$ cat config.mk
export PLATFORM = sky130hd
export DESIGN_NAME = sub_seq_ctrl
export DESIGN_NICKNAME = d
export VERILOG_FILES = /design/src/rtl/sub_seq_ctrl.sv
export SDC_FILE = /design/constraint.sdc
export NUM_CORES = 1
export LEC_CHECK = 0
export ABC_CLOCK_PERIOD_IN_PS = 4200
export CAP_MARGIN = 20
export CELL_PAD_IN_SITES_DETAIL_PLACEMENT = 1
export CELL_PAD_IN_SITES_GLOBAL_PLACEMENT = 1
export CORE_MARGIN = 10
export CORE_UTILIZATION = 25
export CTS_CLUSTER_DIAMETER = 150
export CTS_CLUSTER_SIZE = 25
export DETAILED_ROUTE_END_ITERATION = 8
export PLACE_DENSITY_LB_ADDON = 0.1
export SYNTH_ARGS = -nofsm -noshare
export SYNTH_HDL_FRONTEND = slang
export SYNTH_SLANG_ARGS = --single-unit
export TNS_END_PERCENT = 1
$ cat constraint.sdc
create_clock -name clk -period 4.2 [get_ports clk]
set_input_delay 0.63 -clock clk [delete_from_list [all_inputs] [get_ports clk]]
set_output_delay 0.63 -clock clk [all_outputs]
set_load 0.01 [all_outputs]
$ cat src/rtl/sub_seq_ctrl.sv
// Sequences a WORDS x 16-bit subtraction through one shared 16-bit subtractor, LS word first.
// Optional ZERO/OVERFLOW flag outputs are built when SUB_SEQ_FLAGS_EN is defined.
module sub_seq_ctrl #(
  parameter int WORDS = 4
) (
  input  logic                  clk,
  input  logic                  rst_n,
  input  logic                  in_valid,
  output logic                  in_ready,
  input  logic [16*WORDS-1:0]   op_a,
  input  logic [16*WORDS-1:0]   op_b,
  input  logic                  op_bin,
  output logic                  out_valid,
  input  logic                  out_ready,
  output logic [16*WORDS-1:0]   result,
  output logic                  borrow_out,
  output logic [15:0]           sub_a,
  output logic [15:0]           sub_b,
  output logic                  sub_bin,
  input  logic [15:0]           sub_res,
  input  logic                  sub_bout
`ifdef SUB_SEQ_FLAGS_EN
  ,
  output logic                  zero,
  output logic                  overflow
`endif
);

  localparam int IW = (WORDS > 1) ? $clog2(WORDS) : 1;
  localparam logic [IW-1:0] LAST = IW'(WORDS - 1);

  typedef enum logic [1:0] {IDLE, RUN, DONE} state_t;

  state_t                  state, state_nxt;
  logic [WORDS-1:0][15:0]  a_reg, b_reg, res_reg;
  logic                    bin_reg;
  logic                    borrow;
  logic                    bout_reg;
  logic [IW-1:0]           idx;
  logic                    last;

  assign last       = (idx == LAST);
  assign result     = res_reg;
  assign borrow_out = bout_reg;

  always_ff @(posedge clk or negedge rst_n) begin
    if (!rst_n) state <= IDLE;
    else        state <= state_nxt;
  end

  // Subtractor inputs are forced to zero whenever the shared datapath is not ours.
  always_comb begin
    state_nxt = state;
    in_ready  = 1'b0;
    out_valid = 1'b0;
    sub_a     = 16'h0;
    sub_b     = 16'h0;
    sub_bin   = 1'b0;
    case (state)
      IDLE: begin
        in_ready = 1'b1;
        if (in_valid) state_nxt = RUN;
      end
      RUN: begin
        sub_a   = a_reg[idx];
        sub_b   = b_reg[idx];
        sub_bin = (idx == '0) ? bin_reg : borrow;
        if (last) state_nxt = DONE;
      end
      DONE: begin
        out_valid = 1'b1;
        if (out_ready) state_nxt = IDLE;
      end
      default: state_nxt = IDLE;
    endcase
  end

  always_ff @(posedge clk or negedge rst_n) begin
    if (!rst_n) begin
      a_reg    <= '0;
      b_reg    <= '0;
      res_reg  <= '0;
      bin_reg  <= 1'b0;
      borrow   <= 1'b0;
      bout_reg <= 1'b0;
      idx      <= '0;
    end else if (state == IDLE && in_valid) begin
      a_reg   <= op_a;
      b_reg   <= op_b;
      bin_reg <= op_bin;
      idx     <= '0;
    end else if (state == RUN) begin
      res_reg[idx] <= sub_res;
      borrow       <= sub_bout;
      if (last) begin
        bout_reg <= sub_bout;
        idx      <= '0;
      end else begin
        idx <= idx + IW'(1);
      end
    end
  end

`ifdef SUB_SEQ_FLAGS_EN
  logic zero_acc;
  logic zero_word;
  logic a_sign, b_sign;

  // Running AND of per-word zero tests; restarts on word 0.
  assign zero_word = ((idx == '0) | zero_acc) & (sub_res == 16'h0);
  assign a_sign    = a_reg[WORDS-1][15];
  assign b_sign    = b_reg[WORDS-1][15];

  always_ff @(posedge clk or negedge rst_n) begin
    if (!rst_n) begin
      zero_acc <= 1'b0;
      zero     <= 1'b0;
      overflow <= 1'b0;
    end else if (state == RUN) begin
      zero_acc <= zero_word;
      if (last) begin
        zero     <= zero_word;
        overflow <= (a_sign ^ b_sign) & (sub_res[15] ^ a_sign);
      end
    end
  end
`endif

endmodule
* Word-level counts from Yosys, hierarchy flattened
Cells that the tools add are included. W data, S select, Z words.
Operators by class: add/sub/neg operators 1, $mul 0, divide/modulo/power cells 0, order comparisons 2, equality and inequality tests 6, shift-type cells 0, multiplexer cells 20, bitwise logic cells 1, reduce and logical (&&, ||, !) cells 8
Operator list (count):
- $mux W16 | 5
- $bmux W16 S2 | 2
- $bwmux W64 | 1
- $demux W16 S2 | 1
- $mux W2 | 6
- $ne A2 B2 Y1 const B | 3
- $pmux W2 S3 | 1
- $reduce_and A3 Y1 | 2
- $eq A2 B2 Y1 const B | 2
- $logic_not A2 Y1 | 2
- $mux W1 | 4
- $lt A2 B3 Y1 const B | 1
- $add A2 B1 Y2 const B | 1
- $eq A2 B1 Y1 const B | 1
- $ge A2 B1 Y1 const B | 1
- $logic_and A1 B1 Y1 | 2
- $reduce_and A2 Y1 | 1
- $reduce_bool A2 Y1 | 1
- $not A1 Y1 | 1
Word-level totals: bits in registers 199, latch bits 0, RAM bits 0, memory bits (read-only) 0, input port bits 150, output and inout bits 100, logic and storage cells 55, memories kept 0

* Depth between registers and ports, before layout
depth in word-level cells 5, mapped depth 8, mapped depth without buffers 4

* Least setup slack after synthesis
Ideal clock, no wire load.
kind reg2out, start register idx[1], end output sub_bin, data arrival time 1.547 ns, required time 3.570 ns, setup slack 2.023 ns, cell stages (with the launch flop) 8, buffers on the path 3, path through dfrtp_1 -> clkbuf_1 -> buf_4 -> buf_2 -> inv_1 -> ha_1 -> mux2i_1 -> nor2b_1
On the way: longest elaborated chain between the ends 3
Ends and longest elaborated chain:
- from (decl) | line 39 | logic [IW-1:0] idx;
- from (signal assigned) | line 99 | idx <= idx + IW'(1);
- $logic_not A2 Y1 | line 67 | sub_bin = (idx == '0) ? bin_reg : borrow;
- $mux W1 | line 67
- $mux W1 | line 59 | case (state)
- to (decl) | line 19 | output logic sub_bin,
No other way between the ends.

* Worst setup path in the final report
start register state[0], end output sub_b[2]
On the way: longest elaborated chain between the ends 2
Ends and longest elaborated chain:
- from (decl) | line 34 | state_t state, state_nxt;
- from (signal assigned) | line 48 | else state <= state_nxt;
- $eq A2 B1 Y1 | line 59
- $mux W16 | line 59
- to (decl) | line 18 | output logic [15:0] sub_b,
No other way between the ends.

==> results by group <==
Clock tree
  • H-tree Lvls: 4
  • Hold-fix buffers at CTS: 0
  • Clk slew on worst S/H paths: 0.07 ns
  • Gates resized, CTS repair: 0
  • Clock latency on the worst-skew pair: 0.44 ns
  • CTS tree: built
  • Postcts setup bufs: 0
  • CTS buffer count: 17
  • Clock sinks: 199
  • Clock buffer depth: 2
  • CTS Root Cell: clkbuf_16

Final layout
  • Antenna Cells: 0
  • Synthesis-to-finish area growth: 39.57%
  • Filler Cells Inserted: 3579
  • Commonest non-fill, non-tap cell in the layout: clkdlybuf4s50_1
  • Multi-input gate area: 3593 sq um
  • Commonest cells after routing, fill and taps aside: 248 x clkdlybuf4s50_1, 198 x dfrtp_1, 165 x mux2_2
  • Layout cells sized above 1: 34.12%
  • Design area: 12380 sq um
  • Register area: 4984 sq um
  • Total Nets Final: 948

Synth
  • Sequential-to-total area share from yosys stat: 56.12%
  • #FFs+latches synth: 199
  • Netlist Area Pre-Place: 8874 sq um
  • Yosys Warn Count: 0
  • Post-Synthesis Cells: 551
  • Synth cell types: 23
  • Synthesized Nets: 706
  • Syn avg cell area: 16.10 sq um

Die
  • IO Count: 250
  • Core area: 34800 sq um
  • Initial Util: 25.50%
  • Die area: 43430 sq um
  • Rows: 68
  • Die Ht: 208.4 microns
  • Width of the die: 208.4 microns

Critical path
  • Crit path largest cell delay: 0.75 ns
  • FF-to-FF Start: state[0]
  • Delay-heaviest family, CP: buffers and inverters
  • CP max stage cell: dfrtp_1
  • Worst EP arrival: 2.88 ns
  • Worst path cell trace: or3b_2 -> buf_4 -> o22ai_1 -> clkdlybuf4s50_1
  • Setup CP Type: register to output pin
  • Crit start category: register
  • Reg2reg setup slack: 1.98 ns
  • Worst EP required: 3.57 ns
  • Buffers plus inverters on the worst setup path: 2
  • Worst setup EP type: output pin
  • Crit path depth: 4
  • FF-to-FF End: b_reg[3]
  • Crit Path Max Fanout: 33
  • Reg2reg path depth: 3

Timing
  • Slew HR: 38.67%
  • Final Max Tran Viols: 0
  • Slew of the pin with the lowest slew margin: 0.9199 ns
  • Setup TNS: 0 ns
  • Final setup skew: 0.007153 ns
  • Final Setup Violations: 0
  • Final period util: 83.62%
  • F_max: 0.2847 GHz
  • Hold Slack: 0.3075 ns
  • Final Hold Fails: 0
  • Setup ws final: 0.6878 ns
  • Tmin final: 3.512 ns
  • RSZ-0062 raised after global routing: no

GRT
  • Grt total ovfl: 0
  • First-pass GRT wire length: 41900 microns
  • Vias in the first global route: 6416
  • Initial antenna violation count: 5
  • Total GRT Usage: 12.63%
  • Largest net degree at the start of global routing: 129

Placed design
  • GP Congestion: 0.7391
  • # port buffers: 249
  • HPWL Detailed: 20010 microns
  • Placement Cell Area: 11750 sq um
  • Dpl ws: 1.158 ns

Status
  • Status: completed

Detailed routing
  • Routed wire length: 27640 microns
  • Vias/cell: 4.377
  • First-pass DRT Iterations: 4
  • DRT antenna net count: 0
  • Drt first-iter violations: 156
  • DRC Markers: 0
  • Via Count: 5519
  • Avg WL per Cell: 21.92 microns

Pwr
  • Peak supply drop: 317.3 uV
  • Pleak: 5.107 nW
  • PD cells: 831.2 nW/um^2
  • Total power: 10.29 mW

Min path
  • Hold crit path type: input port to async pin

Job
  • Max Cap Viol: 0
-- synthesized netlist by cell type --
library cell,number,area [sq um]
nor2b_1,3,18.77
dfrtp_1,199,4980
inv_1,3,11.26
ha_1,5,62.56
nand3b_2,1,11.26
nor3b_2,1,12.51
nand2_1,1,3.750
o21bai_1,1,7.510
mux2i_1,65,650.6
o2bb2ai_1,2,17.52
buf_2,11,55.05
mux2_4,30,450.4
clkbuf_1,1,3.750
or3b_1,1,8.760
a22o_1,1,8.760
nor2_1,1,3.750
o22ai_1,2,12.51
buf_6,17,191.4
a21oi_1,1,5.000
nand3b_4,4,80.08
buf_4,6,45.04
mux2_2,165,1858
o22ai_2,30,375.4
-- power by group --
part | internal, mW | leakage [nW] | switching [mW]
sequential | 2.91 | 2.34 | 0.649
combinational | 2.90 | 2.46 | 2.05
clock | 1.02 | 0.304 | 0.760
-- final cells by class --
| cell class | instances | share of cell area, % |
|---|---|---|
| Clock inverter | 14 | 1.606 |
| Sequential cell | 199 | 40.24 |
| Multi-Input combinational cell | 314 | 29.02 |
| Timing Repair Buffer | 258 | 20.90 |
| Clock buffer | 18 | 3.546 |
| Tap cell | 455 | 4.597 |
| Inverter | 3 | 0.09093 |
-- how the worst max path moves through the flow --
stage,end,from,slack (ns)
global placement,sub_a[14],state[0],1.23
floorplan,sub_bin,idx[1],2.02
CTS,sub_b[2],state[0],0.64
global route,sub_b[2],state[0],0.50
finish,sub_b[2],state[0],0.69
detailed placement,sub_b[2],state[0],1.16
-- layer usage --
| layer | routed length, microns | vias up | track usage [%] |
|---|---|---|---|
| met1 | 11460 | 2860 | 14.39 |
| met3 | 1522 | 33 | 4.403 |
| met5 | 71 | - | 0 |
| li1 | - | 2489 | - |
| met4 | 371 | 10 | 3.836 |
| met2 | 14210 | 127 | 21.73 |
-- logic make-up after synthesis --
group | Yosys count | share of synthesized area, %
AO/OA/AOI/OAI | 37 | 4.808
adder cells (fa/ha/maj) | 5 | 0.7050
buffers and inverters | 38 | 3.454
flip-flops | 199 | 56.12
multiplexers | 260 | 33.35
AND/OR/NAND/NOR | 12 | 1.565
-- worst reg2reg max path, cell delays in order (launching register included) --
cell and delay [ns]:
dfrtp_1 0.61, nor3b_4 0.36, buf_12 0.43, mux2_2 0.71
-- metrics by stage --
stage               instances  utilization, %
floorplan                 551               -
global placement         1229           33.76
detailed placement       1229           33.76
CTS                      1261           35.59
global route             1261           35.59
finish                   1261           35.59
No activity file was read; power rests on OpenSTA's default activity.
